[config.mk]
export PLATFORM = sky130hd
export DESIGN_NAME = usb_ep0_sequencer
export DESIGN_NICKNAME = d
export VERILOG_FILES = /design/src/rtl/usb_ep0_sequencer.sv
export SDC_FILE = /design/constraint.sdc
export NUM_CORES = 1
export LEC_CHECK = 0
export ABC_AREA = 1
export CORE_ASPECT_RATIO = 0.5
export CORE_UTILIZATION = 52
export CTS_CLUSTER_DIAMETER = 150
export DETAILED_ROUTE_END_ITERATION = 12
export PLACE_DENSITY = 0.81
export SETUP_SLACK_MARGIN = 0.5
export SLEW_MARGIN = 20
export SYNTH_ARGS = -nofsm -noshare
export SYNTH_HDL_FRONTEND = slang
export SYNTH_SLANG_ARGS = --single-unit
[constraint.sdc]
create_clock -name clk -period 3.6 [get_ports clk]
set_input_delay 0.36 -clock clk [delete_from_list [all_inputs] [get_ports clk]]
set_output_delay 0.36 -clock clk [all_outputs]
set_load 0.01 [all_outputs]
[src/rtl/usb_ep0_sequencer.sv]
// EP0 control-transfer sequencer: captures SETUP, decodes via the lookup table,
// streams IN data from the descriptor ROM in MAX_PACKET chunks and runs the status stage.
module usb_ep0_sequencer #(
  parameter int MAX_PACKET = 8,
  parameter int ROM_AW     = 8
) (
  input  logic              clk,
  input  logic              rst,
  input  logic              usb_rst,
  input  logic              transaction_active,
  input  logic [3:0]        endpoint,
  input  logic              setup,
  input  logic              direction_in,
  input  logic              data_strobe,
  input  logic [7:0]        data_out,
  input  logic              success,
  output logic [7:0]        data_in,
  output logic              data_in_valid,
  output logic              data_toggle,
  output logic [1:0]        handshake,
  output logic [6:0]        usb_address,
  output logic [63:0]       setup_pkt,
  input  logic              lookup_valid,
  input  logic [ROM_AW-1:0] lookup_offset,
  input  logic [7:0]        lookup_len,
  input  logic              is_set_address,
  output logic [ROM_AW-1:0] rom_addr,
  input  logic [7:0]        rom_data
);

  typedef enum logic [2:0] {
    IDLE, SETUP_RX, DECODE, DATA_IN, STATUS_OUT, STATUS_IN, STALL
  } state_t;

  localparam logic [1:0] HS_ACK   = 2'b00;
  localparam logic [1:0] HS_NAK   = 2'b10;
  localparam logic [1:0] HS_STALL = 2'b11;
  localparam logic [7:0] MAXP     = 8'(MAX_PACKET);

  state_t            state;
  logic              ta_q;
  logic [3:0]        setup_cnt;
  logic [7:0]        remaining;
  logic [7:0]        init_len;
  logic [7:0]        sent;
  logic [ROM_AW-1:0] ptr;
  logic              set_addr_q;

  logic        ep0, rise, fall, setup_edge;
  logic [15:0] wlength;
  logic [7:0]  wlen8, rem0, pkt_cnt, rem_after;
  logic        need_zlp;

  assign ep0        = (endpoint == 4'd0);
  assign rise       = transaction_active & ~ta_q;
  assign fall       = ~transaction_active & ta_q;
  assign setup_edge = rise & setup & ep0;

  assign wlength   = setup_pkt[63:48];
  assign wlen8     = (setup_pkt[63:56] != 8'd0) ? 8'hFF : setup_pkt[55:48];
  assign rem0      = (wlen8 < lookup_len) ? wlen8 : lookup_len;
  assign pkt_cnt   = (remaining < MAXP) ? remaining : MAXP;
  assign rem_after = remaining - pkt_cnt;
  // A full final packet only ends the stage if the host asked for exactly that many bytes.
  assign need_zlp  = (pkt_cnt == MAXP) && ({8'd0, init_len} < wlength);

  assign rom_addr      = ptr + ROM_AW'(sent);
  assign data_in       = (state == DATA_IN) ? rom_data : '0;
  assign data_in_valid = (state == DATA_IN) && (sent < pkt_cnt);

  always_ff @(posedge clk) begin
    if (rst || usb_rst) begin
      state       <= IDLE;
      ta_q        <= 1'b0;
      setup_cnt   <= '0;
      remaining   <= '0;
      init_len    <= '0;
      sent        <= '0;
      ptr         <= '0;
      set_addr_q  <= 1'b0;
      data_toggle <= 1'b0;
      handshake   <= HS_ACK;
      usb_address <= '0;
      setup_pkt   <= '0;
    end else begin
      ta_q <= transaction_active;

      // Handshake is chosen when the token arrives and held for the transaction.
      if (!transaction_active) begin
        handshake <= (state == STALL) ? HS_STALL : HS_ACK;
      end else if (rise) begin
        if (setup && ep0)
          handshake <= HS_ACK;
        else if (!ep0)
          handshake <= HS_NAK;
        else begin
          case (state)
            STALL:                  handshake <= HS_STALL;
            IDLE, SETUP_RX, DECODE: handshake <= HS_NAK;
            default:                handshake <= HS_ACK;
          endcase
        end
      end

      if (setup_edge) begin
        state       <= SETUP_RX;
        setup_cnt   <= '0;
        sent        <= '0;
        data_toggle <= 1'b0;
      end else begin
        case (state)
          SETUP_RX: if (ep0) begin
            if (success)
              state <= (setup_cnt == 4'd8) ? DECODE : IDLE;
            else if (fall)
              state <= IDLE;
            else if (data_strobe && setup_cnt != 4'd8) begin
              setup_pkt[{setup_cnt[2:0], 3'b000} +: 8] <= data_out;
              setup_cnt <= setup_cnt + 4'd1;
            end
          end
          DECODE: begin
            set_addr_q <= is_set_address;
            sent       <= '0;
            if (!lookup_valid)
              state <= STALL;
            else if (setup_pkt[7] && rem0 != 8'd0) begin
              state       <= DATA_IN;
              data_toggle <= 1'b1;
              ptr         <= lookup_offset;
              remaining   <= rem0;
              init_len    <= rem0;
            end else if (!setup_pkt[7] && wlength != 16'd0)
              state <= STALL;
            else begin
              state       <= STATUS_IN;
              data_toggle <= 1'b1;
            end
          end
          DATA_IN: if (ep0) begin
            if (rise && !direction_in) begin
              state       <= STATUS_OUT;
              data_toggle <= 1'b1;
              sent        <= '0;
            end else if (success && direction_in) begin
              ptr         <= ptr + ROM_AW'(pkt_cnt);
              remaining   <= rem_after;
              data_toggle <= ~data_toggle;
              sent        <= '0;
              if (remaining == 8'd0 || (rem_after == 8'd0 && !need_zlp)) begin
                state       <= STATUS_OUT;
                data_toggle <= 1'b1;
              end
            end else if (fall)
              sent <= '0;
            else if (data_strobe && direction_in && transaction_active && sent < pkt_cnt)
              sent <= sent + 8'd1;
          end
          STATUS_OUT: if (ep0 && success && !direction_in) state <= IDLE;
          STATUS_IN: if (ep0 && success && direction_in) begin
            if (set_addr_q) usb_address <= setup_pkt[22:16];
            state <= IDLE;
          end
          default: ;
        endcase
      end
    end
  end

endmodule

==> results.cfg <==
[worst_setup_path]
crit_start = setup_pkt[56]
cpMaxStageDelayCell = dfxtp_1
crit_chain = nor2_2, nand2_2, nor2_4, inv_4, nor2_2, inv_1, ha_4, nand2_1, nor2_1, nand2_4, nand2_4, nand2_1, nand2_1, nand2_1, nor2_2, nand2_4, nand2_8, nand2_8, nand2_8, nand2_2, nand2_1, nor2_1
crit_fanout = 9
required_ns = 3.91
cp-endpoint = remaining[5]
path_common_cell = nand2_1
rrSetupSlack_ns = 0.64
rr_endpoint = remaining[5]
cp-start-kind = flip-flop
rr_startpoint = setup_pkt[56]
worst_ep_arrival_time_ns = 3.27
reg2regPathDepth = 22
slowest_delay_ns = 0.33
crit_type = flip-flop to flip-flop
end_kind = flip-flop

[global_route]
grt_usage_pct = 28.38
antenna_found_initial = 0
grt_max_degree = 75
grt_pass1_wl_um = 29480
overflow = 0
grt_pass1_vias = 6202

[logic_synthesis]
syn_area_per_cell_um2 = 6.895
yosys_warnings = 0
ys_top_cells_by_count = nand2_1, inv_1, dfxtp_1
yosysUniqueCellTypes = 46
synth_top_area_cell = dfxtp_1
synth_area_um2 = 6668
async_reset_ff_share_pct = 0
yosysSeqAreaShare_pct = 34.53
ys_top_cells_by_area = dfxtp_1, nand2_1, inv_1, a21oi_1, ha_1
ys_ff_latch = 115
yosysTopAreaCellShare_pct = 34.53
synth_edf_count = 0
synth_flop_cell = dfxtp_1
yosys.cell_count.top_type = nand2_1
syn_inst = 967

[floorplan]
ios = 137
initial_utilization_pct = 54.85
die_h_um = 82.07
die_w_um = 162.1
row_count = 28
die-area_um2 = 13310
core-area_um2 = 12160

[final_layout]
fin_nets = 1206
instances_no_fill = 1296
synthToLayoutAreaGrowth_pct = 34.88
fillers = 973
fin_area_um2 = 8994
n_antenna_cell = 0
drive_above_1_share_pct = 11.41

[sta]
slew_viol_final = 0
tightestPinTransition_ns = 1.214
max_freq_mhz = 337.9
setup_slack_ns = 0.6402
setup_viol = 0
finalCritPeriodShare_pct = 82.22
min_period_ns = 2.960
slew_headroom_pct = 19.10
finalHoldViolCount = 0
finClkSkew_ns = 0.01293
rsz0062_at_grt = false
fin_setup_tns_ns = 0

[clocking]
clock_tree.root_cell = clkbuf_16
cts_tree = done
htree_levels = 4
clk_pin_slew_worst_paths_ns = 0.06
clock-sinks = 115
cts_hold_buf = 0
numCtsBuffers = 17
worstSkewPairLatency_ns = 0.42
clockBufferDepth = 2

[outcome]
status = finished clean

[power]
p_leak_uw = 0.003884
power_density_nw_per_um2 = 338.5
total_power_uw = 3045
ir_drop_uv = 330.2

[placed_design]
portBuffers = 136
place_ws_ns = 0.4242
dpl.hpwl_um = 13030
gp_congestion = 0.8964
dp.cells = 1252
placed_area_um2 = 8157

[drt]
wl_per_cell_um = 14.54
drc = 0
antenna_left = 0
drt_wl_total_um = 18850
drtIter0Drc = 421
drt_first_pass_iters = 5
vias = 6812
avgViaCountPerCell = 5.256

[min_path]
hp-class = flip-flop to flip-flop

[job]
maxCapViolations = 0
[cells in the final DEF (no fill, tap or decap), types with 4 or more instances in the layout]
cell	n
nand2_1	172
nand4_1	7
a21oi_1	110
nor3_1	21
clkdlybuf4s50_1	134
inv_6	4
nor2_2	20
xor2_1	12
clkbuf_16	17
a31oi_1	5
inv_1	150
nor2_1	87
nand2_8	4
o21ai_1	21
conb_1	8
o21ai_2	4
nand3_1	36
nand2_2	12
inv_2	9
dfxtp_1	112
nand2_4	5
ha_1	38
o21ai_0	63
nor2_4	8
nand3b_1	5
buf_4	12
[where the power goes]
group          switching (uW)  leakage (uW)  internal, uW  total, uW
clock                     641      0.000267           955       1600
sequential               1.80      0.000928          1270       1280
combinational            96.6       0.00269          75.6        172
[metrics by stage]
stage / utilization [%] / hold slack [ns]
floorplan: - / 0.4393
global placement: 67.10 / 0.4331
detailed placement: 67.10 / 0.4360
CTS: 72.17 / 0.4457
global route: 73.98 / 0.4727
finish: 73.98 / 0.4423
[worst max-delay path: cells and delay by family, from the launching register on]
family        cells  cell delay (ns)
fa+ha+maj         1             0.29
flops             1             0.33
buf+inv           2             0.18
simple gates     19             2.06
[kinds of logic after synthesis]
family	after synthesis	share of synthesized area [%]
simple gates	388	26.67
compound gates	215	17.10
buf+inv	189	11.37
flops	115	34.53
fa+ha+maj	42	8.107
xor+xnor	15	1.970
other cells	2	0.1126
mux	1	0.1501
[sequential cells by signal (all words and copies together), names as in the netlist, 2 cells and up]
register,count
setup_pkt,64
remaining,8
handshake,2
ptr,8
setup_cnt,4
init_len,8
usb_address,7
state,3
sent,8
[worst min-delay path by stage]
stage	endpoint	depth (start not counted)	slack (ns)	from
after detailed placement	usb_address[6]	2	0.44	usb_address[6]
after global placement	setup_pkt[0]	2	0.43	setup_pkt[0]
after CTS	usb_address[6]	2	0.45	usb_address[6]
after global routing	setup_pkt[31]	2	0.47	setup_pkt[31]
after floorplan	setup_cnt[3]	2	0.44	setup_cnt[3]
final	usb_address[6]	2	0.44	usb_address[6]
[area by class of cell]
| type | instances | area, um2 | area share [%] |
|---|---|---|---|
| Multi-Input combinational cell | 673 | 3845 | 42.75 |
| Sequential cell | 115 | 2306 | 25.64 |
| Timing Repair Buffer | 150 | 1471 | 16.36 |
| Inverter | 161 | 606.8 | 6.747 |
| Clock buffer | 18 | 429.2 | 4.772 |
| Tap cell | 165 | 206.4 | 2.295 |
| Clock inverter | 14 | 128.9 | 1.433 |
[metal layers]
metal | track usage [%] | wire length [um] | vias to the layer above
met5 | 0 | 0 | -
met1 | 33.86 | 8177 | 3071
met3 | 8.838 | 1618 | 38
met2 | 49.10 | 8661 | 280
li1 | - | - | 3423
met4 | 9.623 | 391 | 0
[repair_timing]
item | 4_1_cts | 5_1_grt
buffers inserted | 5 | 3
endpoints found under the hold margin | 0 | 0
cloned | 0 | 4
endpoints found under the setup margin | 15 | 36
pin swaps | 2 | 9
gates resized for setup | 9 | 40
No activity file was read; power rests on OpenSTA's default activity.
